<file path="src/rtl/imem_loader.sv">
// rtl/imem_loader.sv - boot-time byte-stream loader for IMEM; holds the core in reset until the image is written.
// Optional IMEM_LOADER_CHECKSUM_EN adds a trailing XOR checksum byte (CHK state).
module imem_loader #(
    parameter int IWIDTH = 32,
    parameter int AWIDTH = 32,
    parameter int DEPTH  = 256
) (
    input  logic              clk,
    input  logic              rst,
    input  logic              start,
    input  logic              byte_valid,
    input  logic [7:0]        byte_data,
    output logic              byte_ready,
    output logic              ILoad,
    output logic [AWIDTH-1:0] IAddr,
    output logic [IWIDTH-1:0] instW,
    output logic              cpu_rst,
    output logic              busy,
    output logic              done,
    output logic              err
);

`ifdef IMEM_LOADER_CHECKSUM_EN
    typedef enum logic [2:0] {
        S_IDLE, S_HDR0, S_HDR1, S_DATA, S_WRITE, S_CHK, S_DONE, S_ERR
    } state_t;
    localparam state_t S_FINAL = S_CHK;
`else
    typedef enum logic [2:0] {
        S_IDLE, S_HDR0, S_HDR1, S_DATA, S_WRITE, S_DONE, S_ERR
    } state_t;
    localparam state_t S_FINAL = S_DONE;
`endif

    localparam logic [15:0] DEPTH16 = 16'(DEPTH);

    state_t             state_q, state_d;
    logic [15:0]        cnt_q, cnt_d;
    logic [15:0]        idx_q, idx_d;
    logic [1:0]         bcnt_q, bcnt_d;
    logic [IWIDTH-1:0]  asm_q, asm_d;
    logic [AWIDTH-1:0]  iaddr_q, iaddr_d;
    logic [IWIDTH-1:0]  instw_q, instw_d;
    logic               ready_q, ready_d;
    logic               busy_q, busy_d;
    logic               iload_q, done_q, err_q, cpu_rst_q;
    logic               accept;
`ifdef IMEM_LOADER_CHECKSUM_EN
    logic [7:0]         xor_q, xor_d;
`endif

    assign accept = byte_valid && ready_q;

    always_comb begin
        state_d = state_q;
        cnt_d   = cnt_q;
        idx_d   = idx_q;
        bcnt_d  = bcnt_q;
        asm_d   = asm_q;
        iaddr_d = iaddr_q;
        instw_d = instw_q;
`ifdef IMEM_LOADER_CHECKSUM_EN
        xor_d   = xor_q;
`endif
        case (state_q)
            S_IDLE, S_DONE, S_ERR: begin
                if (start) begin
                    state_d = S_HDR0;
                    cnt_d   = '0;
                    idx_d   = '0;
                    bcnt_d  = '0;
                    asm_d   = '0;
`ifdef IMEM_LOADER_CHECKSUM_EN
                    xor_d   = '0;
`endif
                end
            end
            S_HDR0: begin
                if (accept) begin
                    cnt_d[7:0] = byte_data;
                    state_d    = S_HDR1;
                end
            end
            S_HDR1: begin
                if (accept) begin
                    cnt_d[15:8] = byte_data;
                    if (cnt_d == 16'd0) begin
                        state_d = S_FINAL;
                    end else if (cnt_d > DEPTH16) begin
                        state_d = S_ERR;
                    end else begin
                        state_d = S_DATA;
                    end
                end
            end
            S_DATA: begin
                if (accept) begin
                    // Little-endian assembly: byte n lands in bits [8n+7:8n].
                    asm_d[{bcnt_q, 3'b000} +: 8] = byte_data;
`ifdef IMEM_LOADER_CHECKSUM_EN
                    xor_d = xor_q ^ byte_data;
`endif
                    bcnt_d = bcnt_q + 2'd1;
                    if (bcnt_q == 2'd3) begin
                        state_d = S_WRITE;
                        iaddr_d = AWIDTH'(idx_q) << 2;
                        instw_d = asm_d;
                    end
                end
            end
            S_WRITE: begin
                idx_d = idx_q + 16'd1;
                if (idx_d == cnt_q) begin
                    state_d = S_FINAL;
                end else begin
                    state_d = S_DATA;
                end
            end
`ifdef IMEM_LOADER_CHECKSUM_EN
            S_CHK: begin
                if (accept) begin
                    state_d = (byte_data == xor_q) ? S_DONE : S_ERR;
                end
            end
`endif
            default: state_d = S_IDLE;
        endcase
    end

    // Output decodes are taken from the next state so the registered flags line up with the state.
    always_comb begin
        ready_d = 1'b0;
        busy_d  = 1'b0;
        case (state_d)
            S_HDR0, S_HDR1, S_DATA: begin
                ready_d = 1'b1;
                busy_d  = 1'b1;
            end
            S_WRITE: busy_d = 1'b1;
`ifdef IMEM_LOADER_CHECKSUM_EN
            S_CHK: begin
                ready_d = 1'b1;
                busy_d  = 1'b1;
            end
`endif
            default: begin
                ready_d = 1'b0;
                busy_d  = 1'b0;
            end
        endcase
    end

    always_ff @(posedge clk) begin
        if (rst) begin
            state_q   <= S_IDLE;
            cnt_q     <= '0;
            idx_q     <= '0;
            bcnt_q    <= '0;
            asm_q     <= '0;
            iaddr_q   <= '0;
            instw_q   <= '0;
            ready_q   <= 1'b0;
            busy_q    <= 1'b0;
            iload_q   <= 1'b0;
            done_q    <= 1'b0;
            err_q     <= 1'b0;
            cpu_rst_q <= 1'b1;
`ifdef IMEM_LOADER_CHECKSUM_EN
            xor_q     <= '0;
`endif
        end else begin
            state_q   <= state_d;
            cnt_q     <= cnt_d;
            idx_q     <= idx_d;
            bcnt_q    <= bcnt_d;
            asm_q     <= asm_d;
            iaddr_q   <= iaddr_d;
            instw_q   <= instw_d;
            ready_q   <= ready_d;
            busy_q    <= busy_d;
            iload_q   <= (state_d == S_WRITE);
            done_q    <= (state_d == S_DONE);
            err_q     <= (state_d == S_ERR);
            cpu_rst_q <= (state_d != S_DONE);
`ifdef IMEM_LOADER_CHECKSUM_EN
            xor_q     <= xor_d;
`endif
        end
    end

    assign byte_ready = ready_q;
    assign ILoad      = iload_q;
    assign IAddr      = iaddr_q;
    assign instW      = instw_q;
    assign cpu_rst    = cpu_rst_q;
    assign busy       = busy_q;
    assign done       = done_q;
    assign err        = err_q;

endmodule

</file>
<file path="config.mk">
export PLATFORM = sky130hd
export DESIGN_NAME = imem_loader
export DESIGN_NICKNAME = d
export VERILOG_FILES = /design/src/rtl/imem_loader.sv
export SDC_FILE = /design/constraint.sdc
export NUM_CORES = 1
export LEC_CHECK = 0
export CORE_ASPECT_RATIO = 0.75
export CORE_UTILIZATION = 49
export CTS_CLUSTER_DIAMETER = 30
export DETAILED_ROUTE_END_ITERATION = 10
export PLACE_DENSITY_LB_ADDON = 0.1
export SLEW_MARGIN = 5
export SYNTH_ARGS = -nofsm -noshare
export SYNTH_HDL_FRONTEND = slang
export SYNTH_SLANG_ARGS = --single-unit
</file>
<file path="constraint.sdc">
create_clock -name clk -period 2.4 [get_ports clk]
set_input_delay 0.36 -clock clk [delete_from_list [all_inputs] [get_ports clk]]
set_output_delay 0.36 -clock clk [all_outputs]
set_load 0.05 [all_outputs]
</file>
; ---- Word level (Yosys, flattened, before mapping)
; Cells that the tools add are included.
[word_totals]
reg_bits = 123
input_bits = 12
out_inout_bits = 70
word_cells = 77
[op_classes]
addsub = 3
n_lt_le_gt_ge = 1
n_eq_ne = 19
shift = 2
muxes = 23
n_reduce_logical = 15
[ops]
columns = cell, count
row1 = 2-to-1 mux 32 bit, 2
row2 = one-hot mux 32 bit (2 select lines), 1
row3 = bitwise mux 32 bit, 1
row4 = one-hot mux 16 bit (2 select lines), 1
row5 = one-hot mux 8 bit (2 select lines), 2
row6 = variable shift 8 x 7 -> 32 bit (first input constant), 1
row7 = variable part select 8 x 7 -> 32 bit, 1
row8 = 2-to-1 mux 3 bit, 8
row9 = equality test 3 bit (second input constant), 6
row10 = adder 16 x 1 -> 16 bit (second input constant), 1
row11 = equality test 16 bit, 1
row12 = > comparator 16 x 9 -> 1 bit (second input constant), 1
row13 = logical NOT 16 bit, 1
row14 = 2-to-1 mux 16 bit, 1
row15 = one-hot mux 3 bit (5 select lines), 1
row16 = equality test 3 x 2 -> 1 bit (second input constant), 4
row17 = AND reduction 3 bit, 4
row18 = 2-to-1 mux 8 bit, 1
row19 = inequality test 2 bit (second input constant), 4
row20 = nonzero test 2 bit, 4
row21 = negator 5 -> 7 bit, 1
row22 = equality test 3 x 1 -> 1 bit (second input constant), 2
row23 = OR reduction 3 bit, 2
row24 = 2-to-1 mux 2 bit, 2
row25 = 9 further kinds, 10

; ---- Logic depth before layout (Yosys ltp)
; Gate-level depths: netlist of the first run.
[logic_depth]
ltp_word = 8
mapped_depth = 9
mapped_depth_nobuf = 8

; ---- Worst setup path before layout of the first run
; No wires, ideal clock.
[synth_timing]
path_kind = register to register
startpoint = reg idx_q[0]
endpoint = reg cpu_rst_q, in the netlist cpu_rst
setup_time_ns = 0.120
t_arrival_ns = 2.260
required_time_ns = 2.280
setup_slack_ns = 0.021
stages_incl_launch_ff = 9
cell_sequence = dfxtp_1 > ha_1 > nand3_4 > or4b_1 > o211ai_2 > a21oi_2 > a2111oi_4 > nand4_2 > a211o_1
[synth_via]
elab_chain_cells = 5
[synth_lines]
columns = element, line_no
row1 = "start, declared", 39  ; logic [15:0] idx_q, idx_d;
row2 = "start signal, assigned", 174  ; idx_q <= idx_d;
row3 = adder 16 x 1 -> 16 bit, 112  ; idx_d = idx_q + 16'd1;
row4 = equality test 16 bit, 113  ; if (idx_d == cnt_q) begin
row5 = 2-to-1 mux 3 bit, 113
row6 = one-hot mux 3 bit (5 select lines), 65  ; case (state_q)
row7 = inequality test 3 bit, 184  ; cpu_rst_q <= (state_d != S_DONE);
row8 = "end signal, assigned", 184
row9 = "end, declared", 46  ; logic iload_q, done_q, err_q, cpu_rst_q;
; Every way passes these cells.
; A chain may end at the register's enable or synchronous reset.

; ---- Worst setup path in the final report of the first run
[layout_timing]
startpoint = reg idx_q[1]
endpoint = reg cpu_rst_q, in the netlist cpu_rst
; The elaborated chain is that of the path after synthesis.

==> flow_summary.yaml, run 1 <==
yosys:
  yosys.area.top_type: "dfxtp_1"
  ys_warn_count: 0
  ys_ff_latch: 123
  netlist_instances: 716
  yosysSeqAreaShare: 0.424
  avgSynthCellArea_um2: 8.10
  synth.top_cell.area_share: 0.424
  synthDistinctLibCells: 62
  synth_area_leaders: "dfxtp_1 (42%), nor2_1 (8.9%), a21oi_1 (8.3%)"
  synth-main-ff-cell: "dfxtp_1"
  synth-edff-count: 0
  syn_area_mm2: 0.00580
  ys_async_sr_fraction: 0
drt:
  vias: 5232
  drt-total-wl_mm: 14.9
  dr.pass1.iters: 7
  drtIter0Drc: 401
  wl_per_cell_um: 15.3
  viasPerCell: 5.39
  final_antenna_net_count: 0
  drc: 0
setup_path:
  cp_cell_sequence: "ha_4 -> and3_4 -> nand3_1 -> nor4_2 -> a31oi_2 -> a2111oi_4 -> nand4_4 -> a211o_1"
  endpoint_kind: "register"
  cp.arrival_ps: 2640
  path_class: "reg2reg"
  crit_fanout: 7
  start_kind: "register"
  crit_required_ps: 2700
  crit_slowest_cell: "a2111oi_4"
  slowest_delay_ps: 410
pwr:
  pwr-share-clk: 0.499
  peakVddDrop_v: 0.000442
  power_leakage_nw: 2.63
  swShare: 0.226
  p_sw_mw: 1.07
  power_frac_seq: 0.436
  power_frac_comb: 0.065
  power.density_mw_per_mm2: 645
  p_int_mw: 3.68
floorplan:
  initial_core_util: 0.501
  die_h_um: 96.2
  die_area_mm2: 0.0123
  rows: 34
  core_area_mm2: 0.0116
  die_w_um: 128
  boundaryPins: 82
clock_tree:
  cts_tree: "built"
  insertion_delay_ps: 410
  clk_path_buf_depth: 2
  cts_root_buf: "clkbuf_16"
  numCtsBuffers: 17
  htree_levels: 4
  cts.sinks: 123
  clkTransAtPathRegs_ps: 50
  holdBufCountCts: 0
grt:
  grt_max_degree: 50
  grt_pass1_wl_mm: 23.7
  grt_usage: 0.253
  antenna_found_initial: 0
  gr-total-overflow: 0
  grt_pass1_vias: 4603
placed_design:
  placedCellCount: 941
  place_area_mm2: 0.00676
  place.gp.congestion: 0.877
  port_buffers: 65
  hpwlAfterDp_mm: 10.1
cells_and_area:
  fin_nets: 818
  fin_util: 0.637
  antenna_cells: 0
  final_cell_area_mm2: 0.00737
  drive_gt1_frac: 0.126
  area_growth_pct: 27.0
  final_common_cell: "nor2_1"
  fin_cells: 970
  layout_common_cells: "nor2_1 (137), dfxtp_1 (120), a21oi_1 (95)"
run_status:
  status: "complete, no violations"
timing:
  setup_viol: 0
  fmax_mhz: 426
  finalHoldViolCount: 0
  fin_skew_ps: 6.58
  slew_viol_final: 0
  rsz0062_at_grt: "yes"
  worst_pin_slew_ps: 581
  min_period_over_period: 0.978
  min_period_ps: 2350
  relSlewSlack: 0.611
min_path:
  hp-class: "in2reg"
flow_run:
  cap_violations: 0
kinds of logic (layout without fill, tap and decap cells):
family                     after synthesis  after routing  share of synthesized area
DFF                                    123            123                      0.424
and+or+nand+nor                        298            298                      0.247
xor gates and xnor gates                24             24                     0.0362
AOI/OAI and AO/OA                      180            180                      0.192
buffers and inverters                   69            146                     0.0606
muxes                                   13             13                     0.0226
other                                    1             16                   0.000646
adders and majority gates                8              8                     0.0168
sequential cells by signal, summed over array words and instances (netlist names), 2 cells and up:
register,count
asm_q,32
IAddr,16
instW,32
state_q,3
cnt_q,16
idx_q,16
bcnt_q,2
area by class of cell:
class,count,area (µm²)
flip-flops and latches,123,2470
clock buffers,26,509
repair buffers,114,1040
inverters,4,15.0
multi-input cells,539,3100
well taps,162,203
fillers,991,4200
clock inverters,2,35.0
synth_stat cells (all sizes together), types with 2 or more instances:
| cell | n |
|---|---|
| nor2 | 137 |
| dfxtp | 123 |
| a21oi | 97 |
| nand2 | 58 |
| a211oi | 40 |
| nor2b | 35 |
| clkbuf | 34 |
| buf | 31 |
| o21ai | 13 |
| xnor2 | 13 |
| mux2i | 12 |
| nand3 | 12 |
| nor3 | 11 |
| xor2 | 11 |
| a22oi | 10 |
| ha | 7 |
| a31oi | 5 |
| and3 | 5 |
| nor4 | 5 |
| or3 | 5 |
| inv | 4 |
| nand2b | 4 |
| nand4 | 4 |
| a311oi | 3 |
| and2 | 3 |
| and4 | 3 |
| and4b | 3 |
| o211ai | 3 |
| or2 | 3 |
| a21o | 2 |
| nand3b | 2 |
| nor3b | 2 |
through the flow:
stage / hold slack [ps] / TNS (ps) / setup slack [ps] / power [mW]
4_1_cts: 338 / 0 / 3.78 / 4.78
3_3_place_gp: 441 / -977 / -229 / 2.41
3_5_place_dp: 447 / -1360 / -283 / 2.42
6_report: 350 / 0 / 51.9 / 4.75
2_1_floorplan: 447 / 0 / 20.6 / 2.32
5_1_grt: 360 / -101 / -66.1 / 4.91
worst max-delay path, delay by kind of cell (launching register included):
| kind | cells | cell delay [ps] |
|---|---|---|
| flip-flops | 1 | 370 |
| AO/OA/AOI/OAI | 3 | 840 |
| adder cells (fa/ha/maj) | 1 | 190 |
| AND/OR/NAND/NOR | 4 | 840 |
power groups by stage:
| stage | logic (mW) | registers, mW | clock network (mW) |
|---|---|---|---|
| after floorplan | 0.205 | 2.12 | 0 |
| after global placement | 0.301 | 2.11 | 0 |
| after detailed placement | 0.304 | 2.11 | 0 |
| after CTS | 0.306 | 2.07 | 2.41 |
| after global routing | 0.329 | 2.07 | 2.51 |
| final | 0.309 | 2.07 | 2.37 |
per-layer routing:
metal | part of all wire | global-route usage
met1 | 0.50 | 0.357
met2 | 0.43 | 0.383
met3 | 0.056 | 0.0545
met4 | 0.012 | 0.0853
met5 | 0 | 0
final timing paths:
kind / slack [ps] / startpoint / endpoint / cells after the start
worst max-delay path: 50 / idx_q[1] / cpu_rst / 8
worst min-delay path: 350 / rst / asm_q[5] / 2
worst max register to register: 50 / idx_q[1] / cpu_rst / 8
worst min register to register: 450 / IAddr[4] / IAddr[4] / 2
repair_timing:
action / in CTS / in global routing
setup buffers: 0 / 1
endpoints found under the hold margin: 0 / 0
pin swaps: 0 / 3
setup endpoints to repair: 1 / 27
resized for setup: 1 / 11
No activity file was read; power rests on OpenSTA's default activity.
==> inputs of run 2 (changes only) <==
CELL_PAD_IN_SITES_DETAIL_PLACEMENT = 1   (was default)
CELL_PAD_IN_SITES_GLOBAL_PLACEMENT = 2   (was default)
CORE_UTILIZATION = 29   (was 49)
==> flow_summary.yaml, run 2 (synthesis results as in run 1) <==
run_status:
  status: "complete, but fails checks"
  violations: "design-rule violations"
grt:
  grt_usage: 0.188
  antenna_found_initial: 0
  grt_pass1_wl_mm: 29.6
  gr-total-overflow: 0
  grt_max_degree: 51
  grt_pass1_vias: 5421
flow_run:
  cap_violations: 0
cells_and_area:
  nFillCells: 2311
  final_common_cell: "nor2_1"
  drive_gt1_frac: 0.154
  fin_cells: 1073
  fin_nets: 825
  ff_latch_area_mm2: 0.00247
  layout_common_cells: "nor2_1 (137), dfxtp_1 (119), a21oi_1 (95)"
  area_growth_pct: 31.9
  multiInputGateArea_mm2: 0.00313
floorplan:
  die_h_um: 124
  boundaryPins: 82
  core_area_mm2: 0.0195
  rows: 44
  die_area_mm2: 0.0206
  initial_core_util: 0.298
  die_w_um: 165
setup_path:
  r2r-start: "idx_q[0]"
  cp.arrival_ps: 2630
  crit_fanout: 7
  path_class: "reg2reg"
  cp-startpoint: "idx_q[0]"
  start_kind: "register"
  crit_required_ps: 2700
  endpoint_kind: "register"
timing:
  worst_slack_ps: 75.0
  relSlewSlack: 0.573
  setup_viol: 0
  finalHoldViolCount: 0
  min_period_ps: 2320
  min_period_over_period: 0.969
  fin_hold_ws_ps: 334
  rsz0062_at_grt: "yes"
  fin_skew_ps: 13.2
  fmax_mhz: 430
  setup-tns-final_ps: 0
  worst_pin_slew_ps: 638
  slew_viol_final: 0
drt:
  drtIter0Drc: 247
  drc: 24
  wl_per_cell_um: 17.2
  drt-total-wl_mm: 18.5
  dr.pass1.iters: 7
  vias: 5286
  final_antenna_net_count: 0
  viasPerCell: 4.93
clock_tree:
  holdBufCountCts: 0
  cts.sinks: 123
  htree_levels: 4
  clkTransAtPathRegs_ps: 60
  insertion_delay_ps: 430
  cts_tree: "built"
  clk_path_buf_depth: 2
  cts_root_buf: "clkbuf_16"
  numCtsBuffers: 17
placed_design:
  place.gp.congestion: 0.830
  hpwlAfterDp_mm: 12.9
  placedCellCount: 1039
  post-place-ws_ps: -133
  port_buffers: 65
pwr:
  swShare: 0.240
  p_int_mw: 3.88
  finalPower_mw: 5.11
  power_frac_comb: 0.065
  power.density_mw_per_mm2: 668
  power_frac_seq: 0.404
  p_sw_mw: 1.23
  power_leakage_nw: 2.71
  peakVddDrop_v: 0.000341
  pwr-share-clk: 0.530
min_path:
  hp-class: "in2reg"
  hp-start: "rst"
[run 2: cell count changes in the layout (fill, tap and decap cells not counted), moves of 3 or more]
cell / delta
buf_4: +7
clkbuf_1: -4
clkinv_2: +3
clkinvlp_4: +3
[run 2: what timing repair did]
action                                  4_1_cts  5_1_grt
pin swaps                                     4        8
endpoints found under the setup margin        6       40
setup buffers                                 0        1
gates resized for setup                       6       15
[run 2: critical path, cell delays in order (launching register included)]
cell and delay, ps:
dfxtp_2 360, ha_4 170, nand3_4 80, or4b_4 490, o211ai_2 90, a21oi_2 90, a2111oi_4 390, nand4_4 220
a211o_1 310
[run 2: layout make-up]
type	count	share of cell area
clock inverters	11	0.0185
multi-input cells	539	0.410
repair buffers	121	0.143
clock buffers	21	0.0628
diodes	1	0.000327
well taps	253	0.0414
inverters	4	0.00196
flip-flops and latches	123	0.322
[run 2: stage by stage]
step | area, µm² | utilization
floorplan | 5860 | -
global placement | 6930 | 0.356
detailed placement | 6930 | 0.356
CTS | 7570 | 0.389
global route | 7650 | 0.392
finish | 7650 | 0.393
[run 2: worst paths after layout]
| path | depth (start not counted) | end | slack (ps) |
|---|---|---|---|
| setup / recovery | 8 | cpu_rst | 80 |
| hold / removal | 2 | asm_q[0] | 330 |
| setup reg to reg | 8 | cpu_rst | 80 |
| hold reg to reg | 2 | IAddr[6] | 450 |
[run 2: power by group through the flow]
stage	Sequential [mW]	Clock, mW	Combinational, mW
after floorplan	2.12	0	0.205
after global placement	2.11	0	0.327
after detailed placement	2.11	0	0.331
after CTS	2.07	2.78	0.334
after global routing	2.07	2.87	0.361
final	2.07	2.71	0.334
[run 2: metal layers]
metal  part of all wire  vias up  global-route usage  wire (µm)
met5                  0        -                   0          0
met4              0.016        0              0.0642        303
met3              0.040       17              0.0393        731
met2               0.44       89               0.283       8060
met1               0.51     2557               0.263       9380
li1                   -     2623                   -          -
==> inputs of run 3 (changes only) <==
CORE_ASPECT_RATIO = 1.25   (was 0.75)
GPL_ROUTABILITY_DRIVEN = 0   (was default)
==> flow_summary.yaml, run 3 (synthesis results as in run 1) <==
setup_path:
  cp_cell_sequence: "buf_4 -> and4_4 -> and2_4 -> or3_4 -> a2111oi_4 -> nand4_4 -> a211o_1"
  crit_fanout: 7
  cp-startpoint: "idx_q[1]"
  path_class: "reg2reg"
  slowest_delay_ps: 430
  cp_top_family: "simple AND/OR/NAND/NOR gates"
  worstRegToRegCells: 7
  critPathBufInv: 1
  r2r_slack_ps: 70
  cp.depth: 7
  crit_slowest_cell: "a2111oi_4"
  r2r_end: "cpu_rst"
  endpoint_kind: "register"
  cp.arrival_ps: 2630
  crit_required_ps: 2700
  cp-endpoint: "cpu_rst"
  start_kind: "register"
  r2r-start: "idx_q[1]"
pwr:
  p_sw_mw: 1.20
  p_int_mw: 4.17
  peakVddDrop_v: 0.000467
  swShare: 0.224
  pwr-share-clk: 0.555
  power.density_mw_per_mm2: 699
  power_frac_seq: 0.385
  power_frac_comb: 0.060
  power_leakage_nw: 2.74
timing:
  worst_pin_slew_ps: 547
  min_period_over_period: 0.970
  rsz0062_at_grt: "yes"
  slew_viol_final: 0
  fin_skew_ps: 20.2
  finalHoldViolCount: 0
  setup_viol: 0
  fin_hold_ws_ps: 403
  relSlewSlack: 0.635
  min_period_ps: 2330
  fmax_mhz: 430
floorplan:
  core_area_mm2: 0.0195
  initial_core_util: 0.297
  rows: 57
  die_w_um: 129
  die_h_um: 160
  boundaryPins: 82
  die_area_mm2: 0.0206
drt:
  drt-total-wl_mm: 17.8
  drc: 0
  vias: 5340
  final_antenna_net_count: 0
  viasPerCell: 4.92
  dr.pass1.iters: 4
  wl_per_cell_um: 16.4
  drtIter0Drc: 221
cells_and_area:
  layout_common_cells: "nor2_1 (137), dfxtp_1 (118), a21oi_1 (95)"
  fin_util: 0.394
  drive_gt1_frac: 0.144
  antenna_cells: 0
  final_cell_area_mm2: 0.00769
  area_growth_pct: 32.6
  final_common_cell: "nor2_1"
  fin_nets: 827
  fin_cells: 1086
clock_tree:
  cts_tree: "built"
  cts.sinks: 123
  numCtsBuffers: 17
  htree_levels: 4
  insertion_delay_ps: 430
  clk_path_buf_depth: 2
  cts_root_buf: "clkbuf_16"
  clkTransAtPathRegs_ps: 60
placed_design:
  place_area_mm2: 0.00694
  hpwlAfterDp_mm: 12.8
  placedCellCount: 1051
  port_buffers: 65
grt:
  grt_usage: 0.184
  grt_pass1_wl_mm: 29.2
  grt_pass1_vias: 5571
  gr-total-overflow: 0
  grt_max_degree: 65
  antenna_found_initial: 0
min_path:
  hp-class: "in2reg"
run_status:
  status: "complete, no violations"
flow_run:
  cap_violations: 0
## run 3: changes by cell type in the layout (fill, tap and decap cells not counted), moves of 2 or more
cell / before / now
clkinv_2: 4 / 2
and3_1: 2 / 4
a211oi_1: 37 / 39
nand3_2: 3 / 1
buf_4: 55 / 57
nor4_1: 2 / 4
nor4_2: 3 / 1
bufinv_16: 3 / 6
nand3_1: 8 / 10
a211oi_2: 3 / 1
## run 3: repair_timing
item,in CTS,in global routing
hold buffers,0,0
pin swaps,3,5
buffers inserted,0,3
endpoints found under the setup margin,6,38
hold endpoints to repair,0,0
cloned,0,0
resized for setup,3,9
## run 3: how the worst min path moves through the flow
stage / from / endpoint / slack, ps / depth (start not counted)
6_report: rst / asm_q[20] / 400 / 2
5_1_grt: rst / asm_q[23] / 420 / 2
4_1_cts: rst / asm_q[20] / 400 / 2
3_5_place_dp: IAddr[13] / IAddr[13] / 450 / 2
3_3_place_gp: IAddr[17] / IAddr[17] / 440 / 2
2_1_floorplan: asm_q[0] / asm_q[0] / 450 / 2
## run 3: final cells by class
cell class | instances | area (µm²)
Multi-Input combinational cell | 539 | 3080
Sequential cell | 123 | 2470
Inverter | 4 | 15.0
Tap cell | 265 | 332
Timing Repair Buffer | 123 | 1110
Clock inverter | 11 | 214
Fill cell | 2333 | 11800
Clock buffer | 21 | 470
## run 3: power by group through the flow
| stage | sequential [mW] | combinational, mW | clock [mW] |
|---|---|---|---|
| floorplan | 2.12 | 0.205 | 0 |
| global placement | 2.11 | 0.320 | 0 |
| detailed placement | 2.11 | 0.326 | 0 |
| CTS | 2.07 | 0.327 | 3.05 |
| global route | 2.07 | 0.350 | 3.14 |
| finish | 2.07 | 0.323 | 2.99 |
## run 3: routing by layer
metal	part of all wire	GRT usage
met1	0.42	0.203
met2	0.54	0.338
met4	0.023	0.0743
met3	0.023	0.0355
met5	0	0
## run 3: stage by stage
stage	setup slack (ps)	TNS [ps]	power, mW
2_1_floorplan	20.6	0	2.32
3_3_place_gp	-180	-930	2.43
3_5_place_dp	-209	-1240	2.44
4_1_cts	18.5	0	5.45
5_1_grt	-29.6	-40.7	5.56
6_report	72.8	0	5.38
